--- src/rtl/logic_unit.sv ---
// Registered bitwise logic unit with valid/ready handshakes and an internal accumulator.
// The result register is a single-entry output stage; EMPTY/FULL tracks whether it is unconsumed.
module logic_unit #(
   parameter int unsigned WIDTH = 8
) (
   input  logic             clk,
   input  logic             rst_n,
   input  logic             in_valid,
   output logic             in_ready,
   input  logic [2:0]       in_op,
   input  logic [WIDTH-1:0] in_a,
   input  logic [WIDTH-1:0] in_b,
   input  logic             in_acc,
   input  logic             acc_clr,
   output logic             out_valid,
   input  logic             out_ready,
   output logic [WIDTH-1:0] out_y,
   output logic             out_zero,
   output logic             out_parity
);

   typedef enum logic {StEmpty, StFull} state_e;

   state_e           state_q;
   logic [WIDTH-1:0] acc_q;
   logic [WIDTH-1:0] y_q;
   logic             zero_q;
   logic             parity_q;
   logic [WIDTH-1:0] ea;
   logic [WIDTH-1:0] r;
   logic             xfer;

   assign in_ready   = (state_q == StEmpty) || out_ready;
   assign xfer       = in_valid && in_ready;
   assign out_valid  = (state_q == StFull);
   assign out_y      = y_q;
   assign out_zero   = zero_q;
   assign out_parity = parity_q;

   // Clear-then-operate: a clear in the same cycle zeroes the accumulator operand.
   always_comb begin
      ea = in_a;
      if (in_acc) begin
         ea = acc_clr ? '0 : acc_q;
      end
   end

   always_comb begin
      r = '0;
      case (in_op)
         3'd0:    r = ea & in_b;
         3'd1:    r = ea | in_b;
         3'd2:    r = ~ea;
         3'd3:    r = ~(ea & in_b);
         3'd4:    r = ~(ea | in_b);
         3'd5:    r = ea ^ in_b;
         3'd6:    r = ~(ea ^ in_b);
         default: r = in_b;
      endcase
   end

   // Data registers only load on a transfer, so idle X on operands never reaches state.
   always_ff @(posedge clk) begin
      if (!rst_n) begin
         state_q  <= StEmpty;
         acc_q    <= '0;
         y_q      <= '0;
         zero_q   <= 1'b1;
         parity_q <= 1'b0;
      end else if (xfer) begin
         state_q  <= StFull;
         acc_q    <= r;
         y_q      <= r;
         zero_q   <= (r == '0);
         parity_q <= ^r;
      end else begin
         if (acc_clr) begin
            acc_q <= '0;
         end
         if ((state_q == StFull) && out_ready) begin
            state_q <= StEmpty;
         end
      end
   end

endmodule
--- config.mk ---
export PLATFORM = sky130hd
export DESIGN_NAME = logic_unit
export DESIGN_NICKNAME = d
export VERILOG_FILES = /design/src/rtl/logic_unit.sv
export SDC_FILE = /design/constraint.sdc
export NUM_CORES = 1
export LEC_CHECK = 0
export CAP_MARGIN = 25
export CORE_MARGIN = 2
export CORE_UTILIZATION = 30
export DETAILED_ROUTE_END_ITERATION = 16
export SLEW_MARGIN = 0
export SYNTH_ARGS = -nofsm -noshare
export SYNTH_HDL_FRONTEND = slang
export SYNTH_SLANG_ARGS = --single-unit
--- constraint.sdc ---
create_clock -name clk -period 5.4 [get_ports clk]
set_clock_uncertainty 0.15 [all_clocks]
set_input_delay 1.35 -clock clk [delete_from_list [all_inputs] [get_ports clk]]
set_output_delay 1.35 -clock clk [all_outputs]
set_load 0.1 [all_outputs]
==> results of run 1 <==
==> flip-flops by register name, indices dropped and copies added, names as in the netlist <==
name	flops
acc_q	8
out_y	8
out_parity	1
out_valid	1
out_zero	1
==> metrics by stage <==
step	cell area, um^2	worst slack (ps)	cells
after floorplan	1999	1569	240
after detailed placement	2379	730.8	342
final	2425	1016	346
after global routing	2425	758.5	346
after global placement	2379	818.8	342
after CTS	2425	997.6	346
==> critical path, delay by kind of cell <==
kind | cells | cell delay [ps]
buffers and inverters | 3 | 790
AND/OR/NAND/NOR | 2 | 210
XOR/XNOR | 2 | 300
multiplexers | 1 | 300
AO/OA/AOI/OAI | 4 | 870
adder cells (fa/ha/maj) | 2 | 550
==> synthesized netlist by cell type, types with 7 or more instances <==
master   count  area share, %
nand3_1     10            2.5
o21ai_1      8            2.0
dfxtp_1     19             19
nor2_1      16            3.0
nand2_1     12            2.3
a22oi_1     12            4.5
a311o_1      7            3.5
inv_1       10            1.9
a31oi_1      7            2.2
o21ai_0     16            4.0
ha_1        12            7.5
nor2b_1     26            8.1
nor3_1       7            1.8
a41oi_2      7            5.7
nand4_1      8            2.5
==> power breakdown <==
group / total, mW / switching, mW / internal [mW]
Clock: 0.0972 / 0.0459 / 0.0513
Combinational: 0.268 / 0.168 / 0.0996
Sequential: 0.162 / 0.00783 / 0.154
==> per-layer routing <==
layer	track usage, %	vias up	wire [um]
met5	0	-	0
met3	2.502	8	241
met2	24.57	46	2521
li1	-	949	-
met1	18.93	864	2369
met4	2.165	0	70
==> cells by family after synthesis <==
| kind of cell | synth area share, % |
|---|---|
| mux | 0.5006 |
| flops | 19.02 |
| simple gates | 35.55 |
| buf+inv | 8.072 |
| fa+ha+maj | 7.509 |
| xor+xnor | 1.314 |
| compound gates | 28.04 |
==> cell type report <==
type / instances / area (um^2)
fillers: 661 / 3961
multi-input cells: 193 / 1458
inverters: 11 / 41.29
well taps: 77 / 96.34
repair buffers: 42 / 402.9
flip-flops and latches: 19 / 380.4
clock inverters: 1 / 5.005
clock buffers: 3 / 41.29
==> path summary, 6_finish.rpt <==
| check | endpoint | slack [ps] | cells after the start |
|---|---|---|---|
| worst max-delay path | out_parity$_SDFFE_PN0P_ | 1020 | 14 |
| worst min-delay path | out_zero$_SDFFE_PN1P_ | 340 | 2 |
| worst max register to register | out_parity$_SDFFE_PN0P_ | 2470 | 13 |
| worst min register to register | out_zero$_SDFFE_PN1P_ | 340 | 2 |
==> results.json, run 1 <==
{
  "clock_path_buffers": 2,
  "place_hpwl_um": 3900,
  "max-cap-violations": 0,
  "cts_tree": "done",
  "report.final.hold_viol_count": 0,
  "die_area_um2": 7333,
  "wirelength_um": 5202,
  "slowest_stage": "clkdlybuf4s50_1",
  "clk_latency_ps": 260,
  "io_pins": 37,
  "ys_types": 41,
  "path_class": "input pin to flop",
  "ctsHoldBuffers": 0,
  "area_growth_pct": 21.28,
  "track_usage_pct": 14.23,
  "overflow": 0,
  "die_x_um": 85.64,
  "slew_viol_final": 0,
  "io_buffers": 36,
  "p_leak_nw": 0.9821,
  "htreeDepth": 1,
  "slew_headroom_pct": 33.49,
  "r2r-start": "acc_q[2]$_SDFF_PN0_",
  "crit_path_end_kind": "flop",
  "crit_start": "in_acc",
  "async_flop_share_pct": 0,
  "grt_pass1_vias": 1815,
  "synthCells": 240,
  "nNetsFinal": 307,
  "viasPerCell": 5.396,
  "first_pass_iters": 4,
  "post-route-util_pct": 37.97,
  "std_cell_rows": 29,
  "period_share_pct": 81.18,
  "ir_drop_uv": 129.0,
  "fp.dieH_um": 85.64,
  "start_util_pct": 31.31,
  "status": "finished, final reports clean",
  "cp_cell_sequence": "clkdlybuf4s50_1 -> buf_4 -> mux2i_1 -> inv_1 -> ha_1 -> nor2_1 -> a211oi_1 -> o31a_1 -> o311ai_2 -> ha_1 -> xnor2_1 -> xnor2_1 -> nand2_1 -> o211a_1",
  "vias": 1867,
  "final_common_cell": "clkdlybuf4s50_1",
  "grt_pass1_wl_um": 8590,
  "clkSinkCount": 19,
  "fmax_mhz": 228.1,
  "cts_root_buffer": "clkbuf_8",
  "required_ps": 5400,
  "final_cell_mix": "clkdlybuf4s50_1, nor2b_1, dfxtp_1, nor2_1, o21ai_0",
  "netlist_area_um2": 1999,
  "crit_arrival_ps": 4390,
  "power_uw": 526.7,
  "antenna_found_initial": 0,
  "synth_edf_count": 0,
  "ys_seq_area_share_pct": 19.02,
  "powerDensity_nw_per_um2": 217.2,
  "drt_iter0_drc": 139,
  "synth-seq-cells": 19,
  "tightest_slew_ps": 994.5,
  "crit_fanout": 15,
  "ant_nets": 0,
  "cts_setup_buffers": 0,
  "ys_warn_count": 0,
  "cts_made_buffers": 3,
  "diodes": 0,
  "post_cts_resize_count": 0,
  "gp_congestion": 0.8537,
  "clkTransAtPathRegs_ps": 70,
  "crit_path_max_incr_delay_ps": 460,
  "whs_ps": 338.3,
  "tns_ps": 0,
  "start_kind": "input pin",
  "synthFlopType": "dfxtp_1",
  "hp-class": "flop to flop",
  "syn_avg_cell_area_um2": 8.331,
  "coreArea_um2": 6386,
  "hp-start": "out_zero$_SDFFE_PN1P_",
  "post-route-min-period_ps": 4384,
  "drc": 0,
  "grt_max_degree": 21,
  "drive_above_1_share_pct": 15.24,
  "syn-num-nets": 277,
  "setup_viol": 0,
  "wire_per_inst_um": 15.03,
  "rsz0062_at_grt": "false"
}
No activity file was read; power rests on OpenSTA's default activity.
==> inputs of run 2 (changes only) <==
clock period = 3.75 ns   (was 5.4 ns; I/O delays follow)
==> run 2 against run 1 <==
Effect of this change: sequential power is 44% higher; flip-flop and latch count stayed put; hold slack better by 5.5 ps; final area is 18% higher; global-route usage is 1.6 points higher; non-clock buffer count is 45 higher; sequential share of layout area is 2.4 points lower; via count is 10% higher; cell count is 13% higher; die area stayed put; first-iteration DRC count is 27% lower; critical path depth is 1 lower.
==> results.json, run 2 (synthesized netlist as in run 1, its figures left out) <==
{
  "status": "finished, final reports clean",
  "power_uw": 841.3,
  "fill_cells": 652,
  "track_usage_pct": 15.88,
  "dpl.cell_count": 386,
  "antenna_found_initial": 0,
  "max-cap-violations": 0,
  "first_pass_iters": 4,
  "coreArea_um2": 6386,
  "r2r-start": "acc_q[2]$_SDFF_PN0_",
  "die_area_um2": 7333,
  "cts_made_buffers": 3,
  "die_x_um": 85.64,
  "io_buffers": 36,
  "p_leak_nw": 1.250,
  "ir_drop_uv": 209.9,
  "start_util_pct": 31.31,
  "cts_tree": "done",
  "clkTransAtPathRegs_ps": 70,
  "fin_area_um2": 2854,
  "grt_max_degree": 21,
  "cts_root_buffer": "clkbuf_8",
  "hp-start": "out_y[2]$_SDFFE_PN0P_",
  "start_kind": "input pin",
  "tightest_slew_ps": 624.3,
  "period_share_pct": 96.53,
  "crit_start": "acc_clr",
  "overflow": 0,
  "path_class": "input pin to flop",
  "clock_path_buffers": 2,
  "wire_per_inst_um": 14.99,
  "io_pins": 37,
  "crit_fanout": 4,
  "final_cell_mix": "buf_4, nor2b_1, clkdlybuf4s50_1, dfxtp_1",
  "area_growth_pct": 42.74,
  "slew_headroom_pct": 58.25,
  "vias": 2053,
  "drive_above_1_share_pct": 35.35,
  "gp_congestion": 0.8052,
  "slew_viol_final": 0,
  "wirelength_um": 5860,
  "clk_latency_ps": 260,
  "final_cells": 391,
  "clkSinkCount": 19,
  "diodes": 0,
  "grt_pass1_vias": 2053,
  "htreeDepth": 1,
  "whs_ps": 343.7,
  "final_common_cell": "buf_4",
  "powerDensity_nw_per_um2": 294.8,
  "hp-class": "flop to flop",
  "drt_iter0_drc": 102,
  "setup_viol": 0,
  "fp.dieH_um": 85.64,
  "required_ps": 3750,
  "fmax_mhz": 276.2,
  "viasPerCell": 5.251,
  "post-route-util_pct": 44.69,
  "std_cell_rows": 29,
  "grt_pass1_wl_um": 9494,
  "crit_arrival_ps": 3620,
  "place_hpwl_um": 4332,
  "placedInstanceArea_um2": 2706,
  "ant_nets": 0,
  "nNetsFinal": 352,
  "post-route-min-period_ps": 3620,
  "report.final.hold_viol_count": 0,
  "drc": 0,
  "crit_path_end_kind": "flop"
}
[run 2: cell count changes in the layout (fill, tap and decap cells not counted), sizes merged]
cell,previous run,this run
clkinv,1,0
clkdlybuf4s50,35,23
clkbuf,3,4
dlymetal6s2s,0,1
buf,7,63
[run 2: critical path, stage by stage]
cell	delay [ps]
clkdlybuf4s50_1	470
buf_4	180
nand3b_2	250
nand2_1	90
ha_1	240
a22oi_2	220
a41oi_2	160
nor3_2	320
ha_4	260
xnor2_2	130
xnor2_1	150
nand2_1	70
o211a_1	140
[run 2: worst paths after layout]
path                            slack (ps)                      end  cells after the start
worst max-delay path                   130  out_parity$_SDFFE_PN0P_                     13
worst min register to register         340    out_y[2]$_SDFFE_PN0P_                      2
worst max register to register        1010  out_parity$_SDFFE_PN0P_                     13
worst min-delay path                   340    out_y[2]$_SDFFE_PN0P_                      2
[run 2: stage by stage]
step	worst slack (ps)	setup TNS (ps)
final	130.0	0
after global routing	-43.71	-43.71
after CTS	3.713	0
after detailed placement	-308.0	-308.0
after global placement	-271.7	-271.7
after floorplan	331.1	0
[run 2: cell type report]
class | count | area, um^2 | area share [%]
clock buffer | 4 | 45.04 | 1.578
tap | 77 | 96.34 | 3.376
sequential | 19 | 380.4 | 13.33
multi-input combinational | 193 | 1546 | 54.19
timing repair buffer | 87 | 744.5 | 26.09
inverter | 11 | 41.29 | 1.447
[run 2: timing repair]
| action | 4_1_cts | 5_1_grt |
|---|---|---|
| pin swaps | 0 | 2 |
| hold buffers | 0 | 0 |
| buffers inserted | 0 | 1 |
| gates resized for setup | 6 | 12 |
| setup endpoints to repair | 1 | 1 |
[run 2: per-layer routing]
| metal | wire length [um] | share of wire (%) | track usage, % |
|---|---|---|---|
| met5 | 0 | 0 | 0 |
| met4 | 50 | 0.85 | 3.319 |
| met3 | 261 | 4.5 | 2.887 |
| met2 | 2881 | 49 | 27.98 |
| met1 | 2666 | 45 | 20.22 |
[run 2: report_power, final]
part           internal, mW  switching, mW  total, mW
clock network        0.0755         0.0676      0.143
registers             0.222         0.0124      0.234
logic                 0.196          0.268      0.464
total                 0.494          0.348      0.841
